[src/rtl/ahb_bm_pkg.sv]
// Bus-matrix shared types and helpers.
// HTRANS codes, arbitration scheme ids, clog2.
package ahb_bm_pkg;

  typedef enum logic [1:0] {
    IDLE   = 2'b00,
    BUSY   = 2'b01,
    NONSEQ = 2'b10,
    SEQ    = 2'b11
  } htrans_t;

  localparam int ARB_RR    = 0;
  localparam int ARB_FIXED = 1;

  function automatic int clog2(input int v);
    int r;
    r = 0;
    for (int i = 0; i < 31; i++) begin
      if ((1 << i) < v) r = i + 1;
    end
    return r;
  endfunction

endpackage

[src/rtl/ahb_mi_rr_arbiter_if.sv]
// Arbiter <-> input-stage/MI signal bundle.
// slave: arbiter side, master: requester side.
interface ahb_mi_rr_arbiter_if #(
  parameter int NUM_PORTS = 3
);
  import ahb_bm_pkg::*;

  localparam int PW = clog2(NUM_PORTS);

  logic [NUM_PORTS-1:0]   sel_op;
  logic [2*NUM_PORTS-1:0] trans_op;
  logic [NUM_PORTS-1:0]   mastlock_op;
  logic                   HREADYM;
  logic [PW-1:0]          addr_in_port;
  logic                   no_port;
  logic [NUM_PORTS-1:0]   active_op;
  logic [PW-1:0]          data_in_port;
  logic                   data_valid;

  modport slave (
    input  sel_op,
    input  trans_op,
    input  mastlock_op,
    input  HREADYM,
    output addr_in_port,
    output no_port,
    output active_op,
    output data_in_port,
    output data_valid
  );

  modport master (
    output sel_op,
    output trans_op,
    output mastlock_op,
    output HREADYM,
    input  addr_in_port,
    input  no_port,
    input  active_op,
    input  data_in_port,
    input  data_valid
  );

endinterface

[src/rtl/ahb_rr_pick.sv]
// Rotating find-first: search ptr+1 .. N-1, then 0 .. ptr.
// The pointer itself is the lowest-priority candidate.
module ahb_rr_pick #(
  parameter int N  = 3,
  parameter int PW = 2
) (
  input  logic [N-1:0]  req_i,
  input  logic [PW-1:0] ptr_i,
  output logic [PW-1:0] idx_o,
  output logic          none_o
);

  // Upper segment first, then wrap into the lower segment.
  always_comb begin
    idx_o  = ptr_i;
    none_o = 1'b1;
    for (int i = 0; i < N; i++) begin
      if (none_o && req_i[i] && (PW'(i) > ptr_i)) begin
        idx_o  = PW'(i);
        none_o = 1'b0;
      end
    end
    for (int i = 0; i < N; i++) begin
      if (none_o && req_i[i] && (PW'(i) <= ptr_i)) begin
        idx_o  = PW'(i);
        none_o = 1'b0;
      end
    end
  end

endmodule

[src/rtl/ahb_mi_rr_arbiter.sv]
// Round-robin arbiter for one MI output stage.
// Holds grant over bursts/locks, tracks data-phase owner.
module ahb_mi_rr_arbiter #(
  parameter int NUM_PORTS = 3
) (
  input logic                  HCLK,
  input logic                  HRESETn,
  ahb_mi_rr_arbiter_if.slave   bus
);
  import ahb_bm_pkg::*;

  localparam int PW = clog2(NUM_PORTS);

  logic [PW-1:0] addr_q, addr_d;
  logic [PW-1:0] dport_q, dport_d;
  logic          no_port_q, no_port_d;
  logic          lock_hold_q, lock_hold_d;
  logic          dvalid_q, dvalid_d;
  logic [PW-1:0] pick_idx;
  logic          pick_none;
  logic [1:0]    cur_trans;
  logic          cur_lock;
  logic          hold;

  ahb_rr_pick #(
    .N  (NUM_PORTS),
    .PW (PW)
  ) u_pick (
    .req_i  (bus.sel_op),
    .ptr_i  (addr_q),
    .idx_o  (pick_idx),
    .none_o (pick_none)
  );

  // Mux the granted port's HTRANS/HMASTLOCK; IDLE when ungranted.
  always_comb begin
    cur_trans = IDLE;
    cur_lock  = 1'b0;
    for (int i = 0; i < NUM_PORTS; i++) begin
      if (!no_port_q && (addr_q == PW'(i))) begin
        cur_trans = bus.trans_op[2*i +: 2];
        cur_lock  = bus.mastlock_op[i];
      end
    end
  end

  assign hold = !no_port_q &&
                (cur_trans == BUSY || cur_trans == SEQ ||
                 cur_lock || lock_hold_q);

  // Next state: everything advances only when the MI is ready.
  always_comb begin
    addr_d      = addr_q;
    no_port_d   = no_port_q;
    lock_hold_d = lock_hold_q;
    dport_d     = dport_q;
    dvalid_d    = dvalid_q;
    if (bus.HREADYM) begin
      lock_hold_d = cur_lock;
      dport_d     = addr_q;
      dvalid_d    = !no_port_q && cur_trans[1];
      if (!hold) begin
        addr_d    = pick_idx;
        no_port_d = pick_none;
      end
    end
  end

  // State registers with synchronous active-low reset.
  always_ff @(posedge HCLK) begin
    if (!HRESETn) begin
      addr_q      <= '0;
      no_port_q   <= 1'b1;
      lock_hold_q <= 1'b0;
      dport_q     <= '0;
      dvalid_q    <= 1'b0;
    end else begin
      addr_q      <= addr_d;
      no_port_q   <= no_port_d;
      lock_hold_q <= lock_hold_d;
      dport_q     <= dport_d;
      dvalid_q    <= dvalid_d;
    end
  end

  // One-hot grant flags back to the decoders.
  always_comb begin
    bus.active_op = '0;
    for (int i = 0; i < NUM_PORTS; i++) begin
      bus.active_op[i] = !no_port_q && (addr_q == PW'(i));
    end
  end

  assign bus.addr_in_port = addr_q;
  assign bus.no_port      = no_port_q;
  assign bus.data_in_port = dport_q;
  assign bus.data_valid   = dvalid_q;

endmodule

[src/flat_wrapper.sv]
// flat-port wrapper written by rule: the top's interface ports become plain ports
module ahb_mi_rr_arbiter_flat import ahb_bm_pkg::*;
#(
  parameter int NUM_PORTS = 3
)
  (HCLK, HRESETn, bus_sel_op, bus_trans_op, bus_mastlock_op, bus_HREADYM, bus_addr_in_port, bus_no_port, bus_active_op, bus_data_in_port, bus_data_valid);
  ahb_mi_rr_arbiter_if #(.NUM_PORTS(NUM_PORTS)) bus_i ();
  input logic HCLK;
  input logic HRESETn;
  input wire logic [$bits(bus_i.sel_op)-1:0] bus_sel_op;
  input wire logic [$bits(bus_i.trans_op)-1:0] bus_trans_op;
  input wire logic [$bits(bus_i.mastlock_op)-1:0] bus_mastlock_op;
  input wire logic [$bits(bus_i.HREADYM)-1:0] bus_HREADYM;
  output wire logic [$bits(bus_i.addr_in_port)-1:0] bus_addr_in_port;
  output wire logic [$bits(bus_i.no_port)-1:0] bus_no_port;
  output wire logic [$bits(bus_i.active_op)-1:0] bus_active_op;
  output wire logic [$bits(bus_i.data_in_port)-1:0] bus_data_in_port;
  output wire logic [$bits(bus_i.data_valid)-1:0] bus_data_valid;
  assign bus_i.sel_op = bus_sel_op;
  assign bus_i.trans_op = bus_trans_op;
  assign bus_i.mastlock_op = bus_mastlock_op;
  assign bus_i.HREADYM = bus_HREADYM;
  assign bus_addr_in_port = bus_i.addr_in_port;
  assign bus_no_port = bus_i.no_port;
  assign bus_active_op = bus_i.active_op;
  assign bus_data_in_port = bus_i.data_in_port;
  assign bus_data_valid = bus_i.data_valid;
  ahb_mi_rr_arbiter #(.NUM_PORTS(NUM_PORTS)) u_core (.HCLK(HCLK), .HRESETn(HRESETn), .bus(bus_i));
endmodule
[config.mk]
export PLATFORM = sky130hd
export DESIGN_NAME = ahb_mi_rr_arbiter_flat
export DESIGN_NICKNAME = d
export VERILOG_FILES = /design/src/rtl/ahb_bm_pkg.sv /design/src/rtl/ahb_mi_rr_arbiter_if.sv /design/src/rtl/ahb_rr_pick.sv /design/src/rtl/ahb_mi_rr_arbiter.sv /design/src/flat_wrapper.sv
export SDC_FILE = /design/constraint.sdc
export NUM_CORES = 1
export LEC_CHECK = 0
export BUFFER_PORTS_ARGS = -buffer_cell sky130_fd_sc_hd__clkbuf_2
export CORE_AREA = 2 2 39 41
export DETAILED_ROUTE_END_ITERATION = 6
export DIE_AREA = 0 0 41 43
export GPL_TIMING_DRIVEN = 0
export SLEW_MARGIN = 30
export SYNTH_ARGS = -nofsm -noshare
export SYNTH_HDL_FRONTEND = slang
export SYNTH_SLANG_ARGS = --single-unit
[constraint.sdc]
create_clock -name HCLK -period 1.6 [get_ports HCLK]
set_clock_uncertainty 0.2 [all_clocks]
set_input_delay 0.08 -clock HCLK [delete_from_list [all_inputs] [get_ports HCLK]]
set_output_delay 0.08 -clock HCLK [all_outputs]
set_load 0.02 [all_outputs]
==> reports/qor.yml, run 1 <==
critPathLaunch: "u_core.bus.addr_in_port[0]"
synth_compound_area_share_pct: 24.3
worst_setup_path_start_kind: "flop"
place_hpwl_um: 796
setup_tns_ns: 0
cp-end-kind: "flop"
yosysSeqAreaShare_pct: 29.6
grt_start_max_net_pins: 11
place_ws_ns: 0.112
htree_levels: 1
min_path_type: "in2reg"
comb_power_share_pct: 29.0
status: "complete, no violations"
fp.dieH_um: 43
rr_endpoint: "u_core.bus.addr_in_port[0]"
holdWs_ns: 0.0799
p_sw_mw: 0.139
synth_fa_ha_area_share_pct: 0
p_clk_share_pct: 32.0
syn_inst: 53
rsz0062_at_grt: "no"
mostFrequentLayoutCells: "clkbuf_2, dfxtp_1, nor2b_1, mux2i_1, dlygate4sd3_1"
syn-cell-area_um2: 473
arrival_ns: 1.47
crit_end: "u_core.bus.addr_in_port[0]"
cts_tree: "done"
wl_um: 1050
die_w_um: 41
critPathMaxStageDelay_ns: 0.43
numClockSinks: 7
dr_total_vias: 484
synth_seq_cells: 7
synth_top_family_by_area: "simple AND/OR/NAND/NOR gates"
grt_antenna_before_repair: 0
slowest_stage: "a2111o_1"
worstPathCellList: "nor3_1 -> a2111o_1 -> o2111ai_2 -> mux2i_1"
hold_path.startpoint: "bus_trans_op[1]"
final_common_cell: "clkbuf_2"
leakagePower_nw: 0.304
num_rows: 14
die_area_um2: 1760
grt_pass1_wl_um: 1540
path_class: "reg2reg"
start_util_pct: 34.2
max-slew-margin-rel_pct: 73.6
fin_ws_ns: 0.107
rr_startpoint: "u_core.bus.addr_in_port[0]"
clk_pin_slew_worst_paths_ns: 0.05
wire_per_inst_um: 10.5
core_um2: 1380
final_area_um2: 684
yosys.area_share.simple_pct: 25.1
maxCapViolCount: 0
tightest_slew_ns: 0.397
switching_share_pct: 28.4
hold_violations: 0
p_int_mw: 0.350
numCtsBuffers: 3
diodes: 0
min_period_ns: 1.49
insertion_delay_ns: 0.24
drc: 0
synth_cell_types: 29
final.fill_count: 139
layout-drive-gt1-share_pct: 34.5
area_delta_synth_final_pct: 44.7
p_per_area_nw_per_um2: 715
seqPwrFrac_pct: 39.0
grtUsageTotal_pct: 13.3
synthMuxAreaShare_pct: 12.7
layout.nets: 100
firstDrtPassIters: 4
r2r_slack_ns: 0.11
portBuffers: 21
syn_area_per_cell_um2: 8.92
reg2reg_depth: 4
clk_path_buf_depth: 2
gp_congestion: 0.687
grt_pass1_vias: 379
finalSetupViolations: 0
crit_path_max_fanout: 5
viasPerCell: 4.84
yosys_warnings: 0
timing.final.max_slew_violations: 0
pin_count: 24
fin_crit_sh_pct: 93.3
grt-ovfl-total: 0
max_freq_mhz: 670
crit_required_ns: 1.58
ctsRootBufferMaster: "clkbuf_4"
drt_iter0_drc: 9
vdd_drop_max_uv: 355
drtAntennaViolNets: 0
hold_depth: 5
placed_area_um2: 598
synth_nets: 68
synth_xor_area_share_pct: 0
-- metrics by stage --
step / cells / power (mW) / util [%]
6_report: 100 / 0.489 / 49.5
5_1_grt: 100 / 0.521 / 49.5
4_1_cts: 100 / 0.502 / 49.5
3_5_place_dp: 90 / 0.325 / 43.2
3_3_place_gp: 90 / 0.325 / 43.2
2_1_floorplan: 53 / 0.284 / -
-- worst max-delay path: cells and delay by family, from the launching register on --
kind,cells,cell delay [ns]
simple gates,1,0.10
flops,1,0.39
mux,1,0.20
compound gates,2,0.54
-- cells in the mapped netlist, drive strengths merged --
cell type / n / area share (%)
a211o: 1 / 1.9
nand4: 1 / 1.3
o211ai: 1 / 1.6
o2111ai: 1 / 3.2
nor3: 2 / 2.1
nand2b: 2 / 2.6
nor2: 2 / 1.6
inv: 1 / 0.79
o22ai: 2 / 2.6
o21a: 1 / 1.6
a41oi: 1 / 1.9
clkbuf: 1 / 0.79
a2bb2oi: 1 / 1.9
nand3: 1 / 1.1
nand2: 2 / 1.6
a21boi: 1 / 1.6
nor2b: 6 / 7.9
o21ai: 2 / 2.1
mux2i: 6 / 13
and2b: 1 / 2.1
dfxtp: 7 / 30
nor3b: 2 / 3.2
o31a: 1 / 1.9
buf: 4 / 6.6
nand3b: 1 / 1.6
a2111o: 1 / 2.4
o2bb2ai: 1 / 1.9
-- sequential cells by signal, summed over array words and instances, names as in the netlist --
name and flops:
u_core.bus.data_valid 1, u_core.lock_hold_q 1, u_core.bus.no_port 1, u_core.bus.data_in_port 2
u_core.bus.addr_in_port 2
-- power groups by stage --
stage | Clock (mW) | Sequential, mW | Combinational (mW)
final | 0.157 | 0.191 | 0.142
after global routing | 0.174 | 0.192 | 0.154
after CTS | 0.169 | 0.191 | 0.142
after detailed placement | 0 | 0.194 | 0.131
after global placement | 0 | 0.194 | 0.130
after floorplan | 0 | 0.204 | 0.0806
-- final cells by class --
class	instances	area (um2)	share of cell area [%]
multi-input combinational	40	294	43.0
timing repair buffer	27	165	24.1
sequential	7	140	20.5
buffer	5	35.0	5.12
clock buffer	4	26.3	3.84
tap	16	20.0	2.93
inverter	1	3.75	0.548
-- how the worst min path moves through the flow --
stage | to | slack (ns)
floorplan | u_core.bus.addr_in_port[0] | 0.03
detailed placement | u_core.bus.addr_in_port[1] | 0.16
global placement | u_core.bus.addr_in_port[0] | 0.17
global route | u_core.bus.data_valid | 0.11
finish | u_core.bus.data_valid | 0.08
CTS | u_core.bus.data_valid | 0.07
-- cell families (layout without fill, tap and decap cells) --
kind of cell           after synthesis  count (layout)
flip-flops                           7               7
multiplexers                         6               6
AND/OR/NAND/NOR                     20              20
buffers and inverters                6              37
AO/OA/AOI/OAI                       14              14
-- routing by layer --
metal | share of wire (%) | vias to the layer above | track usage [%]
met2 | 43 | 19 | 16.6
met4 | 0 | 0 | 10.0
met1 | 50 | 207 | 17.9
met5 | 0 | - | 0
li1 | - | 258 | -
met3 | 7.2 | 0 | 4.71
-- what timing repair did --
action | in CTS | in global routing
resized for setup | 0 | 0
buffers inserted | 0 | 0
hold endpoints to repair | 5 | 0
hold buffers | 6 | 0
No activity file was read; power rests on OpenSTA's default activity.
==> run 2, diff against run 1 <==
--- a/constraint.sdc
+++ b/constraint.sdc
@@ -4,2 +4,2 @@
 set_output_delay 0.08 -clock HCLK [all_outputs]
-set_load 0.02 [all_outputs]
+set_load 0.1 [all_outputs]
==> reports/qor.yml, run 2 (synthesis gave the netlist of run 1 again) <==
total_power_mw: 0.582  # +19%
mostFrequentLayoutCells: "clkbuf_2, mux2i_1, dlygate4sd3_1"
wl_met2_um: 508  # +12%
grt_start_max_net_pins: 11  # unchanged
grt_pass1_wl_um: 1680  # +9.4%
rsz0062_at_grt: "no"
finalSetupViolations: 0  # unchanged
place_ws_ns: 0.139  # +0.0267 ns
firstDrtPassIters: 2  # -2
portBuffers: 21  # unchanged
diodes: 0  # unchanged
area_delta_synth_final_pct: 57.1
dr_wl_met3_um: 79  # +3.9%
vdd_drop_max_uv: 452  # +28%
place_hpwl_um: 808  # +1.4%
insertion_delay_ns: 0.26  # +0.02 ns
tightest_slew_ns: 0.538  # +0.141 ns
drt_iter0_drc: 3  # -6
hold_violations: 0  # unchanged
path_class: "reg2out"
drtAntennaViolNets: 0  # unchanged
worst_setup_path_start_kind: "flop"
pin_count: 24  # unchanged
p_per_area_nw_per_um2: 783  # +9.6%
fin_crit_sh_pct: 96.0  # +2.7 points
min_path_type: "in2reg"
numClockSinks: 7  # unchanged
routed.top_layer: "met4"
fp.dieH_um: 43  # unchanged
leakagePower_nw: 0.316  # +4.0%
grtUsageTotal_pct: 14.4  # +1.1 points
wl_met1_um: 495  # -4.8%
grt_antenna_before_repair: 0  # unchanged
clk_path_buf_depth: 2  # unchanged
maxCapViolCount: 0  # unchanged
crit_required_ns: 1.32  # -0.26 ns
dr_total_vias: 500  # +3.3%
ctsRootBufferMaster: "clkbuf_4"
cts_tree: "done"
max-slew-margin-rel_pct: 64.3  # -9.2 points
final_common_cell: "clkbuf_2"
arrival_ns: 1.26  # -0.21 ns
die_w_um: 41  # unchanged
fin_ws_ns: 0.0638  # -0.0427 ns
crit_path_max_fanout: 10  # +5
max_freq_mhz: 651  # -2.8%
timing.final.max_slew_violations: 0  # unchanged
die_area_um2: 1760  # unchanged
postCtsSetupBuffers: 0  # unchanged
core_um2: 1380  # unchanged
clk_pin_slew_worst_paths_ns: 0.05  # about the same
final_core_util_pct: 53.7  # +4.2 points
htree_levels: 1  # unchanged
layout.nets: 100  # unchanged
wire_per_inst_um: 11.2  # +6.9%
min_period_ns: 1.54  # +0.0427 ns
status: "complete, no violations"
viasPerCell: 5.00  # +3.3%
cp-end-kind: "output pin"
grt_pass1_vias: 417  # +10%
numCtsBuffers: 3  # unchanged
layout-drive-gt1-share_pct: 42.9  # +8.3 points
start_util_pct: 34.2  # unchanged
gp_congestion: 0.729  # +6.1%
drc: 0  # unchanged
wl_um: 1120  # +6.9%
num_rows: 14  # unchanged
grt-ovfl-total: 0  # unchanged
-- run 2: cell types whose count changed in the layout (fill, tap and decap cells not counted), sizes merged --
cell | before | now
buf | 4 | 5
clkbuf | 26 | 25
-- run 2: what timing repair did --
action	CTS	global route
endpoints found under the hold margin	5	0
hold buffers	6	0
setup endpoints to repair	3	1
gates resized for setup	4	1
-- run 2: report_power, final --
part	switching (mW)	internal (mW)
Sequential	0.00707	0.183
Combinational	0.148	0.0801
Clock	0.0691	0.0954
Total	0.224	0.358
-- run 2: layout make-up --
type | count | area [um2]
plain buffers | 5 | 38.8
clock buffers | 4 | 26.3
fillers | 143 | 641
inverters | 1 | 3.75
multi-input cells | 40 | 324
flip-flops and latches | 7 | 151
well taps | 16 | 20.0
repair buffers | 27 | 179
-- run 2: per-layer routing --
metal / vias up / track usage (%)
met4: 0 / 12.0
li1: 257 / -
met3: 5 / 3.14
met1: 219 / 17.8
met5: - / 0
met2: 19 / 20.0
-- run 2: worst max-delay path, stage by stage, from the launching register on --
cell      delay (ns)
dfxtp_4         0.33
clkbuf_4        0.20
nor3b_4         0.21
clkbuf_8        0.26
-- run 2: final timing paths --
check	depth (start not counted)	to	startpoint	slack (ns)
hold reg to reg	2	u_core.bus.data_valid	u_core.bus.data_valid	0.27
hold / removal	5	u_core.bus.data_valid	bus_trans_op[1]	0.07
setup / recovery	3	bus_active_op[1]	u_core.bus.no_port	0.06
setup reg to reg	4	u_core.bus.addr_in_port[0]	u_core.bus.addr_in_port[1]	0.14
-- run 2: metrics by stage --
stage | cells | hold slack (ns) | TNS, ns | cell area, um2
after floorplan | 53 | 0.0200 | -0.351 | 518
after global placement | 90 | 0.161 | 0 | 643
after detailed placement | 90 | 0.161 | 0 | 643
after CTS | 100 | 0.0630 | 0 | 743
after global routing | 100 | 0.107 | 0 | 743
final | 100 | 0.0714 | 0 | 743
==> run 3, diff against run 2 <==
- CTS_BUF_LIST: default -> sky130_fd_sc_hd__clkbuf_16
==> reports/qor.yml, run 3 (synthesis gave the netlist of run 1 again) <==
layout-drive-gt1-share_pct: 43.9  # +1.0 points
area_delta_synth_final_pct: 62.7
numCtsBuffers: 3  # unchanged
wl_um: 1170  # +4.5%
drc: 0  # unchanged
num_rows: 14  # unchanged
final_area_um2: 769  # +3.5%
min_period_ns: 1.54  # +0.00426 ns
insertion_delay_ns: 0.23  # -0.03 ns
grt-ovfl-total: 0  # unchanged
vdd_drop_max_uv: 868  # +92%
hold_path.startpoint: "bus_sel_op[0]"
cpLargestDelayFamily: "buffers and inverters"
die_area_um2: 1760  # unchanged
maxCapViolCount: 0  # unchanged
placed_area_um2: 643  # unchanged
crit_end: "bus_active_op[1]"
pin_count: 24  # unchanged
firstDrtPassIters: 2  # unchanged
tightest_slew_ns: 0.538  # +0.000129 ns
numClockSinks: 7  # unchanged
min_path_type: "in2reg"
multi_input_area_um2: 324  # unchanged
place_hpwl_um: 808  # unchanged
timing.final.max_slew_violations: 0  # unchanged
cp-end-kind: "output pin"
wire_per_inst_um: 12.0  # +6.7%
clk_path_buf_depth: 2  # unchanged
fin_crit_sh_pct: 96.3  # +0.27 points
setup_tns_ns: 0  # unchanged
finalSetupViolations: 0  # unchanged
critPathLaunch: "u_core.bus.no_port"
final.fill_count: 142  # -0.70%
instances_no_fill: 98  # -2.0%
rr_startpoint: "u_core.bus.addr_in_port[0]"
worstPathCellList: "clkbuf_4 -> nor3b_4 -> buf_4"
gp_congestion: 0.729  # unchanged
crit_path_max_fanout: 10  # unchanged
max-slew-margin-rel_pct: 64.3  # about the same
final_core_util_pct: 55.6  # +1.9 points
reg2reg_depth: 4  # unchanged
fp.dieH_um: 43  # unchanged
mostFrequentLayoutCells: "clkbuf_2, mux2i_1, nor2b_1"
rr_endpoint: "u_core.bus.addr_in_port[0]"
dr_total_vias: 489  # -2.2%
portBuffers: 21  # unchanged
postCtsSetupBuffers: 0  # unchanged
grt_start_max_net_pins: 11  # unchanged
core_um2: 1380  # unchanged
r2r_slack_ns: 0.14  # about the same
rsz0062_at_grt: "no"
viasPerCell: 4.99  # -0.20%
cts_tree: "done"
layout.nets: 98  # -2.0%
p_per_area_nw_per_um2: 1080  # +38%
critPathMaxStageDelay_ns: 0.33  # about the same
path_class: "reg2out"
grt_antenna_before_repair: 0  # unchanged
die_w_um: 41  # unchanged
regArea_um2: 151  # unchanged
ctsRootBufferMaster: "clkbuf_16"
grtUsageTotal_pct: 14.4  # unchanged
crit_required_ns: 1.32  # about the same
drtAntennaViolNets: 0  # unchanged
max_freq_mhz: 649  # -0.28%
clk_pin_slew_worst_paths_ns: 0.04  # about the same
grt_pass1_wl_um: 1710  # +1.7%
final_common_cell: "clkbuf_2"
worst_setup_path_start_kind: "flop"
start_util_pct: 34.2  # unchanged
slowest_stage: "dfxtp_4"
arrival_ns: 1.26  # about the same
crit_cells: 3  # unchanged
grt_pass1_vias: 414  # -0.72%
worst-path-buf-inv: 2  # unchanged
status: "complete, no violations"
drt_iter0_drc: 3  # unchanged
leakagePower_nw: 0.333  # +5.4%
diodes: 0  # unchanged
hold_violations: 0  # unchanged
htree_levels: 1  # unchanged
dp_cells: 90  # unchanged
==> run 3: worst min path at each step <==
stage,to,cells past startpoint
after global placement,u_core.bus.addr_in_port[1],3
after global routing,u_core.bus.addr_in_port[0],4
final,u_core.bus.addr_in_port[0],4
after floorplan,u_core.bus.addr_in_port[0],2
after CTS,u_core.bus.addr_in_port[0],4
after detailed placement,u_core.bus.addr_in_port[1],3
==> run 3: repair_timing <==
item,in CTS,in global routing
gates resized for setup,3,1
setup endpoints to repair,3,1
hold buffers,4,0
endpoints found under the hold margin,4,0
==> run 3: stage by stage <==
| step | power, mW | hold slack [ns] | setup WS [ns] |
|---|---|---|---|
| final | 0.833 | 0.00879 | 0.0596 |
| after global routing | 0.863 | 0.0388 | 0.0312 |
| after CTS | 0.838 | 0.00510 | 0.0207 |
| after detailed placement | 0.407 | 0.161 | 0.139 |
| after global placement | 0.407 | 0.161 | 0.139 |
| after floorplan | 0.367 | 0.0200 | -0.245 |
==> run 3: report_power, final <==
| part | total (mW) | internal [mW] | switching, mW |
|---|---|---|---|
| clock | 0.418 | 0.325 | 0.0934 |
| sequential | 0.191 | 0.184 | 0.00711 |
| combinational | 0.224 | 0.0761 | 0.148 |
==> run 3: per-layer routing <==
layer | GRT usage [%] | routed length (um)
met1 | 17.8 | 519
met3 | 3.14 | 99
met4 | 10.0 | 25
met2 | 20.9 | 528
met5 | 0 | 0
==> run 3: worst register-to-register path, stage by stage, from the launching register on <==
cell and delay (ns):
dfxtp_4 0.35, buf_6 0.14, a2111o_1 0.40, o2111ai_2 0.10
mux2i_1 0.19
==> run 3: cell type report <==
cell class	instances	share of cell area [%]
clock inverter	1	0.488
buffer	5	5.04
sequential	7	19.7
timing repair buffer	25	19.8
tap	16	2.60
clock buffer	3	9.76
inverter	1	0.488
multi-input combinational	40	42.1
